[config.mk]
export PLATFORM = sky130hd
export DESIGN_NAME = rom_filter_sequencer
export DESIGN_NICKNAME = d
export VERILOG_FILES = /design/src/rtl/rom_filter_sequencer.sv
export SDC_FILE = /design/constraint.sdc
export NUM_CORES = 1
export LEC_CHECK = 0
export CORE_UTILIZATION = 40
export CTS_CLUSTER_SIZE = 28
export DETAILED_ROUTE_END_ITERATION = 7
export PLACE_DENSITY = 0.63
export SLEW_MARGIN = 20
export SYNTH_ARGS = -nofsm -noshare
export SYNTH_HDL_FRONTEND = slang
export SYNTH_SLANG_ARGS = --single-unit
[constraint.sdc]
create_clock -name clk -period 3.2 [get_ports clk]
set_clock_uncertainty 0.1 [all_clocks]
set_input_delay 0.48 -clock clk [delete_from_list [all_inputs] [get_ports clk]]
set_output_delay 0.48 -clock clk [all_outputs]
set_load 0.01 [all_outputs]
[src/rtl/rom_filter_sequencer.sv]
// rom_filter_sequencer
//   Sequences a streaming filter run. The block walks a sample ROM and
//   enables the filter while the run is active. It writes each filtered
//   result into a result RAM once the filter latency has elapsed. Between
//   runs, a readback address can be stepped up or down.
//
//   Optional feature (macro SEQ_RESTART_EN):
//     defined   - start=1 during RUN restarts the run from c=0
//     undefined - start is ignored during RUN
//
// Ports
//   clk          rising-edge clock
//   rst          asynchronous, active-low reset
//   start        level-sampled run request
//   step_up      single-cycle pulse, readback address +1 (IDLE/DONE only)
//   step_down    single-cycle pulse, readback address -1 (IDLE/DONE only)
//   rom_addr     sample ROM address, min(c, NUM_SAMPLES-1) during RUN
//   filt_en      filter clock-enable, high throughout RUN
//   ram_wr_en    result RAM write enable, high in RUN once c >= LAT
//   ram_wr_addr  result RAM write address, c-LAT while writing
//   ram_rd_addr  readback address, wraps modulo 2^ADDR_BITS
//   busy         high in RUN
//   done         high in DONE
//   state_dbg    current FSM state (0 IDLE, 1 RUN, 2 DONE)
//
// Handshake: start is a level, not a pulse. It is sampled on every rising
// edge in IDLE or DONE, and also in RUN when SEQ_RESTART_EN is defined.
// There is no ready/ack; busy and done report progress.
module rom_filter_sequencer #(
    parameter int N           = 91,
    parameter int ADDR_BITS   = 8,
    parameter int NUM_SAMPLES = 255,
    parameter int LAT         = N / 2
) (
    input  logic                 clk,
    input  logic                 rst,
    input  logic                 start,
    input  logic                 step_up,
    input  logic                 step_down,
    output logic [ADDR_BITS-1:0] rom_addr,
    output logic                 filt_en,
    output logic                 ram_wr_en,
    output logic [ADDR_BITS-1:0] ram_wr_addr,
    output logic [ADDR_BITS-1:0] ram_rd_addr,
    output logic                 busy,
    output logic                 done,
    output logic [1:0]           state_dbg
);

    localparam int LAST = NUM_SAMPLES + LAT - 1;
    localparam int CW   = (LAST < 1) ? 1 : $clog2(LAST + 1);

    localparam logic [CW-1:0] LAST_C     = CW'(LAST);
    localparam logic [CW-1:0] SAMP_END_C = CW'(NUM_SAMPLES - 1);
    localparam logic [CW-1:0] LAT_C      = CW'(LAT);

    typedef enum logic [1:0] {
        IDLE = 2'd0,
        RUN  = 2'd1,
        DONE = 2'd2
    } state_t;

    state_t                 state, state_n;
    logic [CW-1:0]          c, c_n;
    logic [ADDR_BITS-1:0]   rom_addr_n, ram_wr_addr_n, ram_rd_addr_n;

    // Next state and next counter
    always_comb begin
        state_n = state;
        c_n     = c;
        case (state)
            IDLE, DONE: begin
                if (start) begin
                    state_n = RUN;
                    c_n     = '0;
                end
            end
            RUN: begin
`ifdef SEQ_RESTART_EN
                if (start) begin
                    c_n = '0;
                end else if (c == LAST_C) begin
                    state_n = DONE;
                end else begin
                    c_n = c + 1'b1;
                end
`else
                if (c == LAST_C) begin
                    state_n = DONE;
                end else begin
                    c_n = c + 1'b1;
                end
`endif
            end
            default: begin
                state_n = IDLE;
                c_n     = '0;
            end
        endcase
    end

    // The address registers are loaded from the next counter value. This
    // keeps them aligned with the cycle in which c holds that value. They
    // keep their last value once the run ends.
    always_comb begin
        rom_addr_n    = rom_addr;
        ram_wr_addr_n = ram_wr_addr;
        if (state_n == RUN) begin
            rom_addr_n = (c_n >= SAMP_END_C) ? ADDR_BITS'(SAMP_END_C)
                                             : ADDR_BITS'(c_n);
            if (c_n >= LAT_C) begin
                ram_wr_addr_n = ADDR_BITS'(c_n - LAT_C);
            end
        end
    end

    // Readback stepping is only live while parked. It is also suppressed
    // on the cycle that launches a run, so entering RUN leaves it untouched.
    always_comb begin
        ram_rd_addr_n = ram_rd_addr;
        if ((state == IDLE || state == DONE) && (state_n != RUN)) begin
            if (step_up && !step_down) begin
                ram_rd_addr_n = ram_rd_addr + 1'b1;
            end else if (step_down && !step_up) begin
                ram_rd_addr_n = ram_rd_addr - 1'b1;
            end
        end
    end

    always_ff @(posedge clk or negedge rst) begin
        if (!rst) begin
            state       <= IDLE;
            c           <= '0;
            rom_addr    <= '0;
            ram_wr_addr <= '0;
            ram_rd_addr <= '0;
        end else begin
            state       <= state_n;
            c           <= c_n;
            rom_addr    <= rom_addr_n;
            ram_wr_addr <= ram_wr_addr_n;
            ram_rd_addr <= ram_rd_addr_n;
        end
    end

    // Status outputs decode the registered state, so the asynchronous reset
    // clears them at once.
    assign filt_en   = (state == RUN);
    assign busy      = (state == RUN);
    assign done      = (state == DONE);
    assign ram_wr_en = (state == RUN) && (c >= LAT_C);
    assign state_dbg = state;

endmodule

; Yosys cells after proc, flatten, opt, wreduce, memory -nomap -nowiden
; Cells that the tools add are included.
; Widths: inputs -> output; s select.
[op_classes]
n_addsub = 4
magnitude_cmp = 3
n_eq_ne = 5
muxes = 9
reduce_logical = 12
[ops]
columns = op, count
row1 = $mux 8, 3
row2 = $ge 9x6->1 const B, 2
row3 = $mux 9, 2
row4 = $pmux 9 s2, 1
row5 = $add 9x1->9 const B, 1
row6 = $eq 9x9->1 const B, 1
row7 = $ge 9x8->1 const B, 1
row8 = $add 8x1->8 const B, 1
row9 = $sub 8x1->8 const B, 1
row10 = $sub 8x6->8 const B, 1
row11 = $eq 2x1->1 const B, 2
row12 = $logic_and 1x1->1, 4
row13 = $mux 2, 2
row14 = $pmux 2 s2, 1
row15 = $reduce_and 2->1, 2
row16 = $eq 2x2->1 const B, 1
row17 = $logic_not 1->1, 2
row18 = $logic_not 2->1, 1
row19 = $ne 2x1->1 const B, 1
row20 = $reduce_bool 2->1, 1
row21 = $reduce_or 2->1, 1
row22 = $logic_or 1x1->1, 1
[word_totals]
regBits = 35
inputBits = 5
elab_cells = 38

; Depth between registers and ports, before layout
[depth]
word_depth = 6
depth_mapped = 13

; Worst setup path after synthesis
; No wires, ideal clock.
[synth_path]
path_kind = register to register
start = register c[0]
end = register ram_wr_addr[0]
setup_ns = 0.125
arrival_ns = 3.083
required_time_ns = 2.975
path_slack_ns = -0.108
path_stages_with_launch = 13
period_less_slack_ns = 3.308
cell_sequence = dfrtp_1 > ha_1 > or4b_4 > or2_2 > o21ai_0 > nand2_1 > o21ai_0 > inv_1 > ha_1 > o211ai_1 > nand2_1 > a21boi_4 > mux2_4
[synth_via]
elab_chain_len = 5
word_cells_on_any_way = 11
[synth_lines]
columns = element, line
row1 = from (decl), 64  ; logic [CW-1:0] c, c_n;
row2 = from (signal assigned), 139  ; c <= c_n;
row3 = $add 9x1->9 or $eq 9x9->1 (tied branches), "91, 88"
row4 = $mux 9 *, 88  ; if (c == LAST_C) begin
row5 = $pmux 9 s2 *, 71  ; case (state)
row6 = net c_n[1], 64
row7 = $ge 9x6->1 *, 111  ; if (c_n >= LAT_C) begin
row8 = $reduce_and 2->1 (no source line) *, n/a
row9 = to (signal assigned), 141  ; ram_wr_addr <= ram_wr_addr_n;
row10 = to (decl), 43  ; output logic [ADDR_BITS-1:0] ram_wr_addr,
; Mark *: on every way through the listed nets, which the timed path passes. The rest lies on a longest branch.
; A chain may end at the register's enable or synchronous reset.

; Worst setup path after layout
[layout_path]
start = register c[0]
end = register ram_wr_addr[3]
[layout_via]
elab_chain_len = 5
word_cells_on_any_way = 11
[layout_lines]
columns = element, line
row1 = $add 9x1->9 or $eq 9x9->1 (tied branches), "91, 88"
row2 = $mux 9 *, 88
row3 = $pmux 9 s2 *, 71
row4 = net c_n[1], 64
row5 = $ge 9x6->1, 111
row6 = $reduce_and 2->1 (no source line), n/a
; Marked as above.

==> results.toml <==
[die]
rows = 26
die_y_um = 74.5
die_w_um = 74.5
io_pins = 35
initial_utilization_pct = 41.4
core_mm2 = 0.00507
die_area_mm2 = 0.00555

[placement]
place_area_mm2 = 0.00274
dp_hpwl_um = 3780
place.gp.congestion = 0.800
dpl.cell_count = 338
io_buffer_count = 34

[critical_path]
cp_max_fo = 8
r2r_end = "ram_wr_addr[3]$_DFFE_PN0P_"
r2r_cells = 13
cp_slowest_cell = "or4b_4"
arrival_ns = 3.12
cp.required_ns = 3.28
startpoint_type = "register"
criticalPathCategory = "register to register"
slowest_delay_ns = 0.46
cp_num_buf_inv = 2
end_kind = "register"
critical-path-top-delay-family = "simple AND/OR/NAND/NOR gates"
path_cells = "ha_2, or4b_4, or2_2, o21ai_2, nand2_1, o21ai_2, inv_1, ha_1, o211ai_1, nand2_1, a21boi_4, buf_12, mux2_4"
timing.reg2reg.setup_slack_ns = 0.16
regToRegStartpoint = "c[0]$_DFF_PN0_"

[cts]
root_buffer = "clkbuf_8"
cts_setup_buffers = 0
clock-sinks = 35
htreeDepth = 2
cts_made_buffers = 5
cts_tree = "yes"
clk_pin_slew_ns = 0.08
clkLatencyLatePin_ns = 0.30
ctsResizeCount = 0
hold_buffers = 0
clk_path_buf_depth = 2

[drt]
routedWlPerCell_um = 14.2
ant_nets = 0
drc = 1
via_count = 1795
drt_wl_total_um = 4910
viasPerCell = 5.19
drtIter0Drc = 87
first_pass_iters = 6

[grt]
antenna_found_initial = 0
grt_pass1_vias = 1723
grt_max_degree = 36
grt_first_pass_wirelength_um = 8420
grt_usage_pct = 20.2
grt.overflow.total = 0

[sta]
setup_viol = 0
min_period_ns = 3.04
fin_hold_ws_ns = 0.393
tightest_slew_ns = 0.552
hold_viol = 0
slew_viol_final = 0
finalCritPeriodShare_pct = 95.0
fmax_ghz = 0.329
relSlewSlack_pct = 63.0

[synth]
synth_seq_cells = 35
syn_inst = 210
synth.area.top_cells = "dfrtp_1 42%, ha_1 7.1%, mux2_4 3.6%"
synth_area_leader_cell = "dfrtp_1"
yosysWarnings = 0
synthesis.nets = 228
syn-cell-area_mm2 = 0.00210
syn_area_per_cell_um2 = 10.0
synthFlopType = "dfrtp_1"
seq_area_frac_synth_pct = 41.6
synth_cell_types = 57
synth.top_cell.area_share_pct = 41.6
synth_edf_count = 0
async_flop_share_pct = 100

[power_and_ir_drop]
leakage_uw = 0.00132
ir_drop_mv = 0.228
power.density_mw_per_mm2 = 337

[final_layout]
fillers = 475
layoutNonFillerInstCount = 346
layout.nets = 293
layout-area-overhead-vs-synth_pct = 36.2
final_area_mm2 = 0.00286
diodes = 0
layout-drive-gt1-share_pct = 22.1
layout.cells.most_common_list = "34 x dfrtp_1, 34 x clkdlybuf4s50_1, 28 x buf_4, 18 x inv_1, 13 x nor2_1"

[status]
status = "finished, violations left"
violations = "DRC"

[flow_run]
maxCapViolations = 0

[worst_hold_path]
hold_class = "register to register"
min_delay_path_depth = 1
min-delay-start = "ram_rd_addr[7]$_DFFE_PN0P_"
hold_end = "ram_rd_addr[7]$_DFFE_PN0P_"
[per-stage QoR]
step,TNS (ns),utilization (%),worst slack (ns),power [uW]
final,0,56.4,0.160,964
after global routing,-0.0108,56.4,-0.00993,1010
after CTS,0,56.3,0.0631,976
after detailed placement,-0.0206,54.0,-0.0206,561
after global placement,0,54.0,0.112,559
after floorplan,0,-,0.00423,519
[worst max-delay path by stage]
| stage | endpoint | cells past startpoint | slack [ns] | from |
|---|---|---|---|---|
| after detailed placement | ram_rd_addr[7]$_DFFE_PN0P_ | 12 | -0.02 | step_down |
| final | ram_wr_addr[3]$_DFFE_PN0P_ | 13 | 0.16 | c[0]$_DFF_PN0_ |
| after floorplan | ram_wr_addr[0]$_DFFE_PN0P_ | 12 | 0.004 | c[1]$_DFF_PN0_ |
| after global routing | ram_wr_addr[3]$_DFFE_PN0P_ | 13 | -0.01 | c[1]$_DFF_PN0_ |
| after global placement | ram_rd_addr[7]$_DFFE_PN0P_ | 12 | 0.11 | step_down |
| after CTS | ram_wr_addr[3]$_DFFE_PN0P_ | 13 | 0.06 | c[0]$_DFF_PN0_ |
[layer usage]
layer	vias to the layer above	GRT usage, %	share of wire [%]
met5	-	0	0
met4	0	7.13	1.4
met3	7	3.39	4.0
met2	45	29.7	44
met1	847	29.9	50
li1	896	-	-
[kinds of logic after synthesis]
logic type | count (synthesis) | share of synthesized area, %
adder cells (fa/ha/maj) | 13 | 8.09
AO/OA/AOI/OAI | 63 | 22.0
flip-flops | 35 | 41.6
AND/OR/NAND/NOR | 57 | 14.7
multiplexers | 8 | 5.06
XOR/XNOR | 9 | 3.75
buffers and inverters | 25 | 4.76
[flip-flops by register name, indices dropped and copies added, names as in the netlist]
name	cells
c	9
state_dbg	2
rom_addr	8
ram_rd_addr	8
ram_wr_addr	8
[area by class of cell]
class	instances	area [um^2]	share of cell area, %
Inverter	20	75.1	2.62
Clock buffer	5	68.8	2.40
Clock inverter	3	47.5	1.66
Multi-Input combinational cell	150	1140	39.7
Tap cell	70	87.6	3.06
Timing Repair Buffer	63	571	19.9
Sequential cell	35	877	30.6
[power breakdown]
group	switching (uW)	total, uW	internal, uW
clock	176	413	236
sequential	7.35	456	449
combinational	47.2	95.0	47.8
[cell usage after synthesis, drive strengths merged (3+ instances only)]
library cell and n:
xnor2 7, dfrtp 35, o21ai 16, mux2 6, or3 4, nor2 13, nor3 4, a21oi 12
a31oi 7, nand3 5, ha 12, inv 20, and2 3, buf 3, nand2 12, a21o 6
No activity file was read; power rests on OpenSTA's default activity.
